File: src/rtl/serial_mag_comp_ctrl_pkg.sv
// cmp_pkg: shared FSM state type and comparator slice width for serial_mag_comp_ctrl
package cmp_pkg;
   typedef enum logic {IDLE, RUN} state_e;
   localparam int NIBBLE_W = 4;
endpackage

File: src/rtl/serial_mag_comp_ctrl_if.sv
// serial_mag_comp_ctrl_if: request/result bundle between a requester and the serial comparator
interface serial_mag_comp_ctrl_if #(parameter int WIDTH = 16);
   localparam int NIB = WIDTH / 4;
   localparam int NCW = $clog2(NIB + 1);
   logic             start;
   logic [WIDTH-1:0] a;
   logic [WIDTH-1:0] b;
   logic             busy;
   logic             done;
   logic             eq;
   logic             gt;
   logic             lt;
   logic [NCW-1:0]   ncmp;
   modport master (output start, a, b, input busy, done, eq, gt, lt, ncmp);
   modport slave  (input start, a, b, output busy, done, eq, gt, lt, ncmp);
endinterface

File: src/rtl/serial_mag_comp_ctrl_nibble_comp.sv
// nibble_comp: 4-bit unsigned eq/gt/lt slice shared across all nibble positions
module nibble_comp
   import cmp_pkg::*;
(
   input  logic [NIBBLE_W-1:0] x,
   input  logic [NIBBLE_W-1:0] y,
   output logic                eq,
   output logic                gt,
   output logic                lt
);
   assign eq = x == y;
   assign gt = x > y;
   assign lt = x < y;
endmodule

File: src/rtl/serial_mag_comp_ctrl.sv
// serial_mag_comp_ctrl: wide unsigned compare, one nibble per cycle MSB-first with early exit
module serial_mag_comp_ctrl
   import cmp_pkg::*;
#(
   parameter int WIDTH = 16
)(
   input  logic                 clk,
   input  logic                 rst_n,
   serial_mag_comp_ctrl_if.slave bus
);
   localparam int NIB = WIDTH / NIBBLE_W;
   localparam int IW  = NIB > 1 ? $clog2(NIB) : 1;
   localparam int NCW = $clog2(NIB + 1);
   state_e           state_q, state_d;
   logic [WIDTH-1:0] a_q, a_d, b_q, b_d;
   logic [IW-1:0]    idx_q, idx_d;
   logic [NCW-1:0]   ncmp_q, ncmp_d;
   logic             done_q, done_d, eq_q, eq_d, gt_q, gt_d, lt_q, lt_d;
   logic             s_eq, s_gt, s_lt;
   nibble_comp u_slice (
      .x  (a_q[idx_q*NIBBLE_W +: NIBBLE_W]),
      .y  (b_q[idx_q*NIBBLE_W +: NIBBLE_W]),
      .eq (s_eq),
      .gt (s_gt),
      .lt (s_lt)
   );
   always_comb begin
      state_d = state_q;
      a_d     = a_q;
      b_d     = b_q;
      idx_d   = idx_q;
      ncmp_d  = ncmp_q;
      eq_d    = eq_q;
      gt_d    = gt_q;
      lt_d    = lt_q;
      done_d  = 1'b0;
      if (state_q == IDLE) begin
         if (bus.start) begin
            a_d     = bus.a;
            b_d     = bus.b;
            idx_d   = IW'(NIB - 1);
            ncmp_d  = '0;
            eq_d    = 1'b0;
            gt_d    = 1'b0;
            lt_d    = 1'b0;
            state_d = RUN;
         end
      end else begin
         ncmp_d = (ncmp_q == NCW'(NIB)) ? ncmp_q : ncmp_q + 1'b1;
         if (!s_eq) begin
            gt_d    = s_gt;
            lt_d    = s_lt;
            done_d  = 1'b1;
            state_d = IDLE;
         end else if (idx_q == '0) begin
            eq_d    = 1'b1;
            done_d  = 1'b1;
            state_d = IDLE;
         end else begin
            idx_d = idx_q - 1'b1;
         end
      end
   end
   always_ff @(posedge clk or negedge rst_n) begin
      if (!rst_n) begin
         state_q <= IDLE;
         a_q     <= '0;
         b_q     <= '0;
         idx_q   <= '0;
         ncmp_q  <= '0;
         done_q  <= 1'b0;
         eq_q    <= 1'b0;
         gt_q    <= 1'b0;
         lt_q    <= 1'b0;
      end else begin
         state_q <= state_d;
         a_q     <= a_d;
         b_q     <= b_d;
         idx_q   <= idx_d;
         ncmp_q  <= ncmp_d;
         done_q  <= done_d;
         eq_q    <= eq_d;
         gt_q    <= gt_d;
         lt_q    <= lt_d;
      end
   end
   assign bus.busy = state_q == RUN;
   assign bus.done = done_q;
   assign bus.eq   = eq_q;
   assign bus.gt   = gt_q;
   assign bus.lt   = lt_q;
   assign bus.ncmp = ncmp_q;
endmodule

File: src/flat_wrapper.sv
// flat-port wrapper written by rule: the top's interface ports become plain ports
module serial_mag_comp_ctrl_flat import cmp_pkg::*;
#(
   parameter int WIDTH = 16
)
  (clk, rst_n, bus_start, bus_a, bus_b, bus_busy, bus_done, bus_eq, bus_gt, bus_lt, bus_ncmp);
  serial_mag_comp_ctrl_if #(.WIDTH(WIDTH)) bus_i ();
  input  logic clk;
  input  logic rst_n;
  input wire logic [$bits(bus_i.start)-1:0] bus_start;
  input wire logic [$bits(bus_i.a)-1:0] bus_a;
  input wire logic [$bits(bus_i.b)-1:0] bus_b;
  output wire logic [$bits(bus_i.busy)-1:0] bus_busy;
  output wire logic [$bits(bus_i.done)-1:0] bus_done;
  output wire logic [$bits(bus_i.eq)-1:0] bus_eq;
  output wire logic [$bits(bus_i.gt)-1:0] bus_gt;
  output wire logic [$bits(bus_i.lt)-1:0] bus_lt;
  output wire logic [$bits(bus_i.ncmp)-1:0] bus_ncmp;
  assign bus_i.start = bus_start;
  assign bus_i.a = bus_a;
  assign bus_i.b = bus_b;
  assign bus_busy = bus_i.busy;
  assign bus_done = bus_i.done;
  assign bus_eq = bus_i.eq;
  assign bus_gt = bus_i.gt;
  assign bus_lt = bus_i.lt;
  assign bus_ncmp = bus_i.ncmp;
  serial_mag_comp_ctrl #(.WIDTH(WIDTH)) u_core (.clk(clk), .rst_n(rst_n), .bus(bus_i));
endmodule
File: config.mk
export PLATFORM = sky130hd
export DESIGN_NAME = serial_mag_comp_ctrl_flat
export DESIGN_NICKNAME = d
export VERILOG_FILES = /design/src/rtl/serial_mag_comp_ctrl_pkg.sv /design/src/rtl/serial_mag_comp_ctrl_if.sv /design/src/rtl/serial_mag_comp_ctrl_nibble_comp.sv /design/src/rtl/serial_mag_comp_ctrl.sv /design/src/flat_wrapper.sv
export SDC_FILE = /design/constraint.sdc
export NUM_CORES = 1
export LEC_CHECK = 0
export CORE_MARGIN = 1.5
export CORE_UTILIZATION = 45
export DETAILED_ROUTE_END_ITERATION = 8
export PLACE_DENSITY = 0.72
export SYNTH_ARGS = -nofsm -noshare
export SYNTH_HDL_FRONTEND = slang
export SYNTH_SLANG_ARGS = --single-unit
File: constraint.sdc
create_clock -name clk -period 4.2 [get_ports clk]
set_input_delay 0.84 -clock clk [delete_from_list [all_inputs] [get_ports clk]]
set_output_delay 0.84 -clock clk [all_outputs]
set_load 0.03 [all_outputs]
==> out/qor.yml <==
grt:
  grt_first_pass_wirelength_um: 6472
  grt_antenna_before_repair: 0
  grt_max_degree: 43
  gr-usage-all-layers_pct: 16.72
  grt_overflow: 0
  grt_pass1_vias: 1477
detailed_routing:
  drtPass1Iterations: 4
  m1WireLength_um: 1714
  wl_met3_um: 105
  vias: 1465
  top_layer: "met4"
  wl_met2_um: 1774
  drc: 0
  drtIter0Drc: 69
  postRouteAntennaNets: 0
  totalWireLength_um: 3644
  wl_per_cell_um: 12.23
  vias_per_cell: 4.916
place:
  post-dp-hpwl_um: 2532
  gp_congestion: 0.7885
  port-buffer-count: 42
synth:
  synthSimpleGateAreaFrac_pct: 23.04
  synth_top_family_by_area: "simple AND/OR/NAND/NOR gates"
  yosysUniqueCellTypes: 26
  ys_seq_elements: 42
  syn_nets: 248
  synth_xor_area_share_pct: 0.4359
  yosysSeqAreaShare_pct: 52.30
  muxShareOfSynthArea_pct: 10.46
  synth-adder-area-share_pct: 4.359
  synth_compound_area_share_pct: 4.359
  avgSynthCellArea_um2: 9.755
  mappedNetlistArea_mm2: 0.002009
  ys_warn_count: 0
  syn_inst: 206
critical_path:
  required_ps: 3360
  reg2reg_to: "u_core.idx_q[1]$_DFFE_PN0P_"
  reg2reg_setup_slack_ps: 1770
  critPathMaxStageDelay_ps: 750
  worst-setup-path-type: "register to primary output"
  crit_path_max_fanout: 13
  slowest_stage: "clkdlybuf4s50_1"
  ff2ff_path_depth: 6
  cp-end-kind: "primary output"
  r2r_start: "u_core.idx_q[0]$_DFFE_PN0P_"
  critical-path-top-delay-family: "buffers and inverters"
  path_cells: "clkdlybuf4s50_1"
  worstSetupStartpointType: "register"
  worst-path-buf-inv: 1
  worstPathArrival_ps: 1630
timing:
  hold_viol: 0
  slew-limit-headroom_pct: 20.00
  clock_skew_ps: 5.534
  setup_viol: 0
  grt_setup_unrepaired: "no"
  final.period_utilization_pct: 58.72
  fin_setup_tns_ps: 0
  worst_slew_pin_slew_ps: 1200
  clock.fmax_mhz: 405.5
  drv_slew: 0
  fin_crit_ps: 2466
final_layout:
  area_growth_pct: 25.28
  multi_input_area_um2: 857.1
  nets: 287
  regArea_mm2: 0.001051
  nFillCells: 390
  drive_above_1_share_pct: 6.098
  antenna_cells: 0
floorplanning:
  die-area_mm2: 0.004876
  num_io_pins: 43
  chipHeight_um: 69.83
  fp.dieW_um: 69.83
  start_util_pct: 46.47
  core-area_mm2: 0.004324
  rows: 24
power_and_ir_drop:
  seq_power_share_pct: 43.5
  clkPwrFrac_pct: 17.1
  swShare_pct: 36.23
  p_comb_share_pct: 39.4
  power.internal_uw: 971.0
  leakagePower_nw: 1.262
  power_mw: 1.523
  p_sw_uw: 551.6
  powerDensity_mw_per_mm2: 604.9
  irDropWorstVdd_mv: 0.3050
clock_network:
  cts_buffers: 5
  tritoncts: "yes"
  clock-sinks: 42
  clkSlewWorstSetupHoldPaths_ps: 80
  cts_root_buf: "clkbuf_8"
  clk_path_buf_depth: 2
  cts_resized: 0
  cts_htree_levels: 2
  clock_latency_ps: 280
  cts_setup_buffers: 0
  ctsHoldBuffers: 0
worst_hold_path:
  holdPathStages: 2
  worstHoldStart: "u_core.b_q[4]$_DFFE_PN0P_"
  min_to: "u_core.b_q[4]$_DFFE_PN0P_"
  min_path_type: "register to register"
flow_run:
  drv_cap: 0
run_status:
  status: "completed"
cell usage in the layout (no fill, tap or decap), drive strengths merged, types with 3 or more instances in the layout:
master	count
nand2	101
dfrtp	42
clkdlybuf4s50	41
inv	10
mux4	8
ha	7
clkbuf	7
a21oi	5
o21ai	5
nor2	3
final cells by class:
type	count	area share, %
flip-flops and latches	42	41.75
multi-input cells	144	34.05
repair buffers	42	16.50
clock buffers	7	3.429
well taps	52	2.584
inverters	10	1.491
clock inverters	1	0.1988
registers in the layout, indices dropped and copies added (netlist names):
signal and count:
u_core.bus.lt 1, u_core.bus.gt 1, u_core.bus.eq 1, u_core.bus.done 1, u_core.a_q 16, u_core.idx_q 2, u_core.bus.busy 1, u_core.b_q 16
u_core.bus.ncmp 3
worst register-to-register path, delay by kind of cell, from the launching register on:
kind	cells	cell delay [ps]
AO/OA/AOI/OAI	1	140
adder cells (fa/ha/maj)	1	320
flip-flops	1	680
multiplexers	1	640
AND/OR/NAND/NOR	3	580
power groups by stage:
stage                     Sequential, mW  Combinational, mW  Clock [mW]
after floorplan                    0.675              0.425           0
after global placement             0.663              0.585           0
after detailed placement           0.670              0.603           0
after CTS                          0.663              0.608       0.268
after global routing               0.684              0.681       0.285
final                              0.663              0.600       0.260
metal layers:
metal	up-vias	track usage [%]
met1	688	22.12
met3	4	3.052
met4	0	6.410
met5	-	0
li1	745	-
met2	28	27.51
stage by stage:
step                      utilization (%)  hold slack (ps)  setup slack (ps)  cells  cell area, um2
after detailed placement            56.11            454.2              1635    290            2426
after floorplan                         -            437.3              2182    206            2009
after CTS                           58.22            476.2              1720    298            2517
after global routing                58.22            496.2              1575    298            2517
after global placement              56.11            450.6              1645    290            2426
final                               58.22            472.9              1734    298            2517
cell usage after synthesis:
master    instances  share of area [%]
o31a_1            1               0.44
buf_4             3                1.1
mux4_1            5                6.5
xnor2_1           1               0.44
nand2_1         101                 19
inv_1            10                1.9
dfrtp_1          42                 52
mux2_2            1               0.56
o21ai_1           1               0.25
a31oi_1           1               0.31
mux4_2            3                3.4
nor2_1            2               0.37
buf_6             1               0.56
nand4b_1          1               0.44
o21ai_0           4                1.0
buf_2             6                1.5
o31ai_1           2               0.75
nor4b_4           1                1.2
nand3_1           2               0.50
nor3_1            2               0.50
nor2_4            1               0.56
a21oi_1           5                1.2
nand2b_1          1               0.31
or2_2             1               0.31
o21a_1            1               0.37
ha_1              7                4.4
kinds of logic after synthesis:
family | count (synthesis)
AND/OR/NAND/NOR | 112
flip-flops | 42
buffers and inverters | 20
AO/OA/AOI/OAI | 15
multiplexers | 9
adder cells (fa/ha/maj) | 7
XOR/XNOR | 1
how the worst max path moves through the flow:
| stage | startpoint | end | cells past startpoint |
|---|---|---|---|
| 5_1_grt | u_core.idx_q[0]$_DFFE_PN0P_ | u_core.idx_q[1]$_DFFE_PN0P_ | 6 |
| 3_5_place_dp | bus_start | u_core.bus.gt$_DFFE_PN0P_ | 4 |
| 4_1_cts | u_core.bus.busy$_DFF_PN0_ | bus_busy | 1 |
| 2_1_floorplan | u_core.idx_q[0]$_DFFE_PN0P_ | u_core.idx_q[0]$_DFFE_PN0P_ | 7 |
| 6_report | u_core.bus.busy$_DFF_PN0_ | bus_busy | 1 |
| 3_3_place_gp | bus_start | u_core.bus.lt$_DFFE_PN0P_ | 4 |
Power figures use the tool's default switching activity.
